--- src/rtl/elevator_sched_fsm.sv ---
// Elevator motion/door scheduler: owns cabin position, direction mode, travel and door timers.
// Latency: all outputs registered; IDLE acts on requests one cycle after they are seen.
// Backpressure: none; requests stay latched upstream until arrive_o clears them.
module elevator_sched_fsm #(
    parameter int FLOORS       = 4,
    parameter int TRAVEL_TICKS = 64,
    parameter int DOOR_TICKS   = 21,
    parameter int CLOSE_SKIP   = 3
) (
    input  logic              clk_i,
    input  logic              rst_i,
    input  logic              tick_i,
    input  logic [FLOORS-1:0] up_req_i,
    input  logic [FLOORS-1:0] down_req_i,
    input  logic [FLOORS-1:0] in_req_i,
    input  logic              door_hold_i,
    input  logic              door_close_i,
    output logic [FLOORS-1:0] position_o,
    output logic [1:0]        ud_mode_o,
    output logic              moving_o,
    output logic              door_open_o,
    output logic [1:0]        door_stage_o,
    output logic              arrive_o
);

    typedef enum logic [2:0] {
        S_IDLE,
        S_MOVE,
        S_CHECK,
        S_DOOR,
        S_DONE
    } state_t;

    localparam int TW = $clog2(TRAVEL_TICKS + 1);
    localparam int DW = $clog2(DOOR_TICKS + 1);

    localparam logic [TW-1:0] TRAVEL_LAST = TW'(TRAVEL_TICKS - 1);
    localparam logic [DW-1:0] DOOR_LAST   = DW'(DOOR_TICKS);
    localparam logic [DW-1:0] DOOR_M1     = DW'(DOOR_TICKS - 1);
    localparam logic [DW-1:0] DOOR_M2     = DW'(DOOR_TICKS - 2);
    localparam logic [DW-1:0] DOOR_SKIP   = DW'(DOOR_TICKS - CLOSE_SKIP);

    localparam logic [1:0] UD_IDLE = 2'b00;
    localparam logic [1:0] UD_UP   = 2'b01;
    localparam logic [1:0] UD_DN   = 2'b10;

    state_t            state_q;
    logic [FLOORS-1:0] pos_q;
    logic [1:0]        ud_q;
    logic              moving_q;
    logic              door_open_q;
    logic              arrive_q;
    logic [1:0]        door_stage_q;
    logic [1:0]        door_stage_d;
    logic [TW-1:0]     travel_cnt_q;
    logic [DW-1:0]     door_cnt_q;
    logic [DW-1:0]     door_cnt_d;
    logic              door_done;

    logic [FLOORS-1:0] all_req;
    logic [FLOORS-1:0] below_mask;
    logic [FLOORS-1:0] above_mask;
    logic              above;
    logic              below;
    logic              here_req;
    logic              check_stop;

    // pos_q is one-hot, so pos-1 is exactly the set of floors beneath the cabin
    always_comb begin
        all_req    = up_req_i | down_req_i | in_req_i;
        below_mask = pos_q - FLOORS'(1);
        above_mask = ~(below_mask | pos_q);
        above      = |(all_req & above_mask);
        below      = |(all_req & below_mask);
        here_req   = |(all_req & pos_q);
        check_stop = 1'b0;
        if (ud_q == UD_DN) begin
            check_stop = (|((down_req_i | in_req_i) & pos_q)) || !below || pos_q[0];
        end else begin
            check_stop = (|((up_req_i | in_req_i) & pos_q)) || !above || pos_q[FLOORS-1];
        end
    end

    // Hold beats close; the count is parked at zero whenever the door is not cycling
    always_comb begin
        door_cnt_d = door_cnt_q;
        door_done  = 1'b0;
        if (state_q != S_DOOR) begin
            door_cnt_d = '0;
        end else if (tick_i) begin
            if (door_cnt_q == DOOR_LAST) begin
                door_cnt_d = '0;
                door_done  = 1'b1;
            end else if (!door_hold_i) begin
                if (door_close_i && (door_cnt_q < DOOR_SKIP)) begin
                    door_cnt_d = DOOR_SKIP;
                end else begin
                    door_cnt_d = door_cnt_q + DW'(1);
                end
            end
        end
    end

    always_comb begin
        door_stage_d = 2'd3;
        if ((door_cnt_d == '0) || (door_cnt_d == DOOR_LAST)) begin
            door_stage_d = 2'd0;
        end else if ((door_cnt_d == DW'(1)) || (door_cnt_d == DOOR_M1)) begin
            door_stage_d = 2'd1;
        end else if ((door_cnt_d == DW'(2)) || (door_cnt_d == DOOR_M2)) begin
            door_stage_d = 2'd2;
        end
    end

    always_ff @(posedge clk_i) begin
        if (rst_i) begin
            state_q      <= S_IDLE;
            pos_q        <= FLOORS'(1);
            ud_q         <= UD_IDLE;
            moving_q     <= 1'b0;
            door_open_q  <= 1'b0;
            door_stage_q <= 2'd0;
            arrive_q     <= 1'b0;
            travel_cnt_q <= '0;
            door_cnt_q   <= '0;
        end else begin
            arrive_q     <= 1'b0;
            door_cnt_q   <= door_cnt_d;
            door_stage_q <= door_stage_d;
            case (state_q)
                S_IDLE: begin
                    if (here_req) begin
                        state_q     <= S_DOOR;
                        arrive_q    <= 1'b1;
                        door_open_q <= 1'b1;
                    end else if (above) begin
                        state_q  <= S_MOVE;
                        ud_q     <= UD_UP;
                        moving_q <= 1'b1;
                    end else if (below) begin
                        state_q  <= S_MOVE;
                        ud_q     <= UD_DN;
                        moving_q <= 1'b1;
                    end else begin
                        ud_q <= UD_IDLE;
                    end
                end
                S_MOVE: begin
                    if (tick_i) begin
                        if (travel_cnt_q == TRAVEL_LAST) begin
                            travel_cnt_q <= '0;
                            state_q      <= S_CHECK;
                            if ((ud_q == UD_UP) && !pos_q[FLOORS-1]) begin
                                pos_q <= pos_q << 1;
                            end else if ((ud_q == UD_DN) && !pos_q[0]) begin
                                pos_q <= pos_q >> 1;
                            end
                        end else begin
                            travel_cnt_q <= travel_cnt_q + TW'(1);
                        end
                    end
                end
                S_CHECK: begin
                    if (check_stop) begin
                        state_q     <= S_DOOR;
                        moving_q    <= 1'b0;
                        door_open_q <= 1'b1;
                        arrive_q    <= 1'b1;
                    end else begin
                        state_q <= S_MOVE;
                    end
                end
                S_DOOR: begin
                    if (door_done) begin
                        state_q     <= S_DONE;
                        door_open_q <= 1'b0;
                    end
                end
                S_DONE: begin
                    // Keep sweeping in the current direction; otherwise let IDLE re-decide
                    if ((ud_q == UD_UP) && above) begin
                        state_q  <= S_MOVE;
                        moving_q <= 1'b1;
                    end else if ((ud_q == UD_DN) && below) begin
                        state_q  <= S_MOVE;
                        moving_q <= 1'b1;
                    end else begin
                        state_q <= S_IDLE;
                        ud_q    <= UD_IDLE;
                    end
                end
                default: begin
                    state_q <= S_IDLE;
                end
            endcase
        end
    end

    assign position_o   = pos_q;
    assign ud_mode_o    = ud_q;
    assign moving_o     = moving_q;
    assign door_open_o  = door_open_q;
    assign door_stage_o = door_stage_q;
    assign arrive_o     = arrive_q;

endmodule

--- config.mk ---
export PLATFORM = sky130hd
export DESIGN_NAME = elevator_sched_fsm
export DESIGN_NICKNAME = d
export VERILOG_FILES = /design/src/rtl/elevator_sched_fsm.sv
export SDC_FILE = /design/constraint.sdc
export NUM_CORES = 1
export LEC_CHECK = 0
export CORE_MARGIN = 2
export CORE_UTILIZATION = 49
export DETAILED_ROUTE_END_ITERATION = 10
export DONT_BUFFER_PORTS = 1
export PLACE_DENSITY = 0.72
export SYNTH_ARGS = -nofsm -noshare
export SYNTH_HDL_FRONTEND = slang
export SYNTH_SLANG_ARGS = --single-unit
--- constraint.sdc ---
create_clock -name clk_i -period 3.11 [get_ports clk_i]
set_clock_uncertainty 0.05 [all_clocks]
set_input_delay 0.622 -clock clk_i [delete_from_list [all_inputs] [get_ports clk_i]]
set_output_delay 0.622 -clock clk_i [all_outputs]
set_load 0.01 [all_outputs]
==> summary.txt <==
Place
  • DP HPWL: 2430 um
  • Cell Area, Placed: 0.00154 mm2
  • Cells after DPL: 214
  • IO Port Bufs: 0
  • Pre-CTS setup slack: 0.606 ns
  • Routability cong.: 0.884

Power and ir drop
  • Net Sw Frac: 24.9%
  • Combinational group share of total power: just over 10%
  • Pleak: 0.518 nW
  • Pwr/cell area: 355 mW/mm2
  • P_int: 0.416 mW
  • Clock share of power: between 20% and 30%
  • NetSw: roughly 0.14 mW
  • Sequential share of power: 65.1%
  • Peak VDD IR: 155 uV

Synth
  • Yosys warning total: 0
  • Mux cell area share after synthesis: 2.07%
  • Cell area after technology mapping: 0.00151 mm2
  • Post-Syn Instances: 186
  • Area leader, netlist: dfxtp_1
  • Post-Synth Simple-Gate Area: a little under a third
  • Largest family of logic cells by synthesized area: simple AND/OR/NAND/NOR gates
  • EDFF count, synth: 0
  • Synth top area cells: dfxtp_1 (34%), ha_1 (5.8%), nor2_1 (4.5%), o21ai_0 (4.3%), a21oi_1 (3.3%)
  • Syn_area_per_cell: 8.13 um2
  • Sequential area share after synthesis: 34.4%
  • Syn Nets: 210
  • Synth Area in XOR/XNOR: roughly 2.9%
  • Asr flop ratio synth: 0%
  • Library cells used by synthesis: 45
  • Yosys reg bits: 26
  • Commonest register cell after synthesis: dfxtp_1
  • Adder-Cell Fraction of Synth Area: 5.79%
  • Yosys top cell area share: between 30% and 40%
  • Most common cell in the netlist: dfxtp_1
  • Top cells by count, synth: dfxtp_1 (26), nor2_1 (18), o21ai_0 (13)
  • Compound-gate portion of the synthesized area: 21.3%

Timing
  • Achievable Freq: 0.394 GHz
  • Slew Limit Fails: 0
  • TNS Setup: 0 ns
  • Tcrit/Tclk final: 81.7%
  • # setup viols final: 0
  • Slew @ Worst Pin: slightly above 0.8 ns
  • PnR worst setup slack: 0.571 ns
  • Tmin final: between 2 and 3 ns
  • Final-report hold violation count: 0
  • RSZ-0062 raised after global routing: no
  • Hold Slack: 0.307 ns
  • Max-slew headroom: between 40 and 50%

Min path
  • Min-Delay Path Class: in -> reg

GRT
  • Antenna violations before repair: 0
  • Number of global-route vias before repair: 1221
  • GRT Util Overall: 19.4%
  • GR Overflow Total: 0
  • Global-route wire length before repair: 5410 um
  • Largest net degree at the start of global routing: 28

Die
  • FP Rows: 20
  • I/O Pins: 28
  • Die width: roughly 60 um
  • Placeable Area: 0.00300 mm2
  • Die area: between 0.003 and 0.004 mm2
  • Initial Utilization: 50.3%
  • Die Y-Extent: 59.5 um

Final layout
  • P&R area growth vs syn: 3.23%
  • Final cell count without fillers: 217
  • Antenna Diode Count: 0
  • Final instance area: about 0.0016 mm2
  • Fraction of layout cells with a size suffix above 1: 4.89%
  • Fin nets: 210

Outcome
  • Status: complete, no violations

Clock tree
  • CTS clk-pin slew, worst paths: ~0.13 ns
  • CTS Buffer Depth: 2
  • Post-CTS setup buffer count: 0
  • Root buf cell: clkbuf_4
  • Clk_lat worst skew: 0.31 ns
  • CTS tree: done
  • Hold buffer count at cts: 0
  • CTS sink cnt: 26
  • CTS Buf Count: 3
  • CTS H-Tree Depth: 1
  • PostCTS Resize Cnt: 0

Worst setup path
  • WP data required: 3.32 ns
  • Crit path kind: reg -> reg
  • Crit path arrival time: between 2 and 3 ns
  • Type of origin of the critical path: register
  • CP max FO: 8
  • CP endpoint kind: register

Run
  • Max-cap violation count: 0

Route
  • Final WL: 3160 um
  • Initial DRC count: 96
  • DRC errors left: 0
  • Post-route ant nets: 0
  • Via count: 1389
  • DRT Pass-1 Iters: 4
  • Via density: 6.40
  • Routed WL per cell: 14.5 um
[power by group through the flow]
| stage | logic (mW) | registers, mW | clock network [mW] |
|---|---|---|---|
| 2_1_floorplan | 0.0561 | 0.361 | 0 |
| 3_3_place_gp | 0.0539 | 0.367 | 0 |
| 3_5_place_dp | 0.0561 | 0.368 | 0 |
| 4_1_cts | 0.0563 | 0.360 | 0.138 |
| 5_1_grt | 0.0625 | 0.363 | 0.154 |
| 6_report | 0.0563 | 0.360 | 0.137 |
[layout by cell type (no fill, tap or decap), types with 2 or more instances in the layout]
cell	Yosys	final
dfxtp_1	26	26
nor2_1	18	18
o21ai_0	13	13
nand2_1	11	11
nor3_1	10	10
a21oi_1	10	10
nand3_1	9	9
inv_1	8	8
nor2b_1	7	7
ha_1	7	7
nand4_1	4	4
a221oi_1	4	4
nand3b_1	4	4
or3_1	3	3
nand2b_1	3	3
a211oi_1	3	3
xor2_1	3	3
clkbuf_4	0	3
a222oi_1	2	2
o22ai_1	2	2
or2_2	2	2
o21a_1	2	2
or4_1	2	2
nand4b_1	2	2
mux2i_1	2	2
xnor2_1	2	2
nor4bb_1	2	2
nor3b_1	2	2
[final timing paths]
check / from / endpoint / slack [ns] / cells after the start
max: position_o[0] / state_q[1] / 0.57 / 9
min: rst_i / state_q[1] / 0.31 / 1
max reg2reg: position_o[0] / state_q[1] / 0.57 / 9
min reg2reg: travel_cnt_q[6] / travel_cnt_q[6] / 0.47 / 1
[state kept, by name, summed over array words and instances, names as in the netlist]
name and count:
door_cnt_q 5, travel_cnt_q 7, position_o 4, state_q 3, moving_o 1, ud_mode_o 2, door_stage_o 2, arrive_o 1
door_open_o 1
[critical path, stage by stage, from the launching register on]
cell and delay [ns]:
dfxtp_1 0.54, inv_1 0.13, ha_1 0.21, inv_1 0.05, ha_1 0.22, a22o_1 0.21
nor2_1 0.30, o32ai_1 0.24, a221o_1 0.40, a21oi_2 0.13
[kinds of logic after synthesis]
kind of cell	after synthesis
and+or+nand+nor	83
AOI/OAI and AO/OA	48
DFF	26
buffers and inverters	14
adders and majority gates	7
xor gates and xnor gates	5
muxes	3
[area by class of cell]
type | instances | area [um2]
flip-flops and latches | 26 | 520
well taps | 33 | 41.3
fillers | 295 | 1440
multi-input cells | 146 | 938
repair buffers | 1 | 7.51
inverters | 8 | 30.0
clock buffers | 3 | 22.5
[routing by layer]
metal / vias to the layer above / part of all wire, % / global-route usage (%)
met5: - / 0 / 0
li1: 691 / - / -
met1: 658 / 47 / 27.2
met3: 4 / 5.3 / 3.28
met2: 36 / 47 / 31.1
met4: 0 / 0.98 / 4.76
[through the flow]
stage	util, %	power, mW
floorplan	-	0.417
global placement	51.2	0.421
global route	52.0	0.579
detailed placement	51.2	0.424
CTS	52.0	0.555
finish	52.0	0.553
Note: power is estimated with default switching activity, not from simulation.
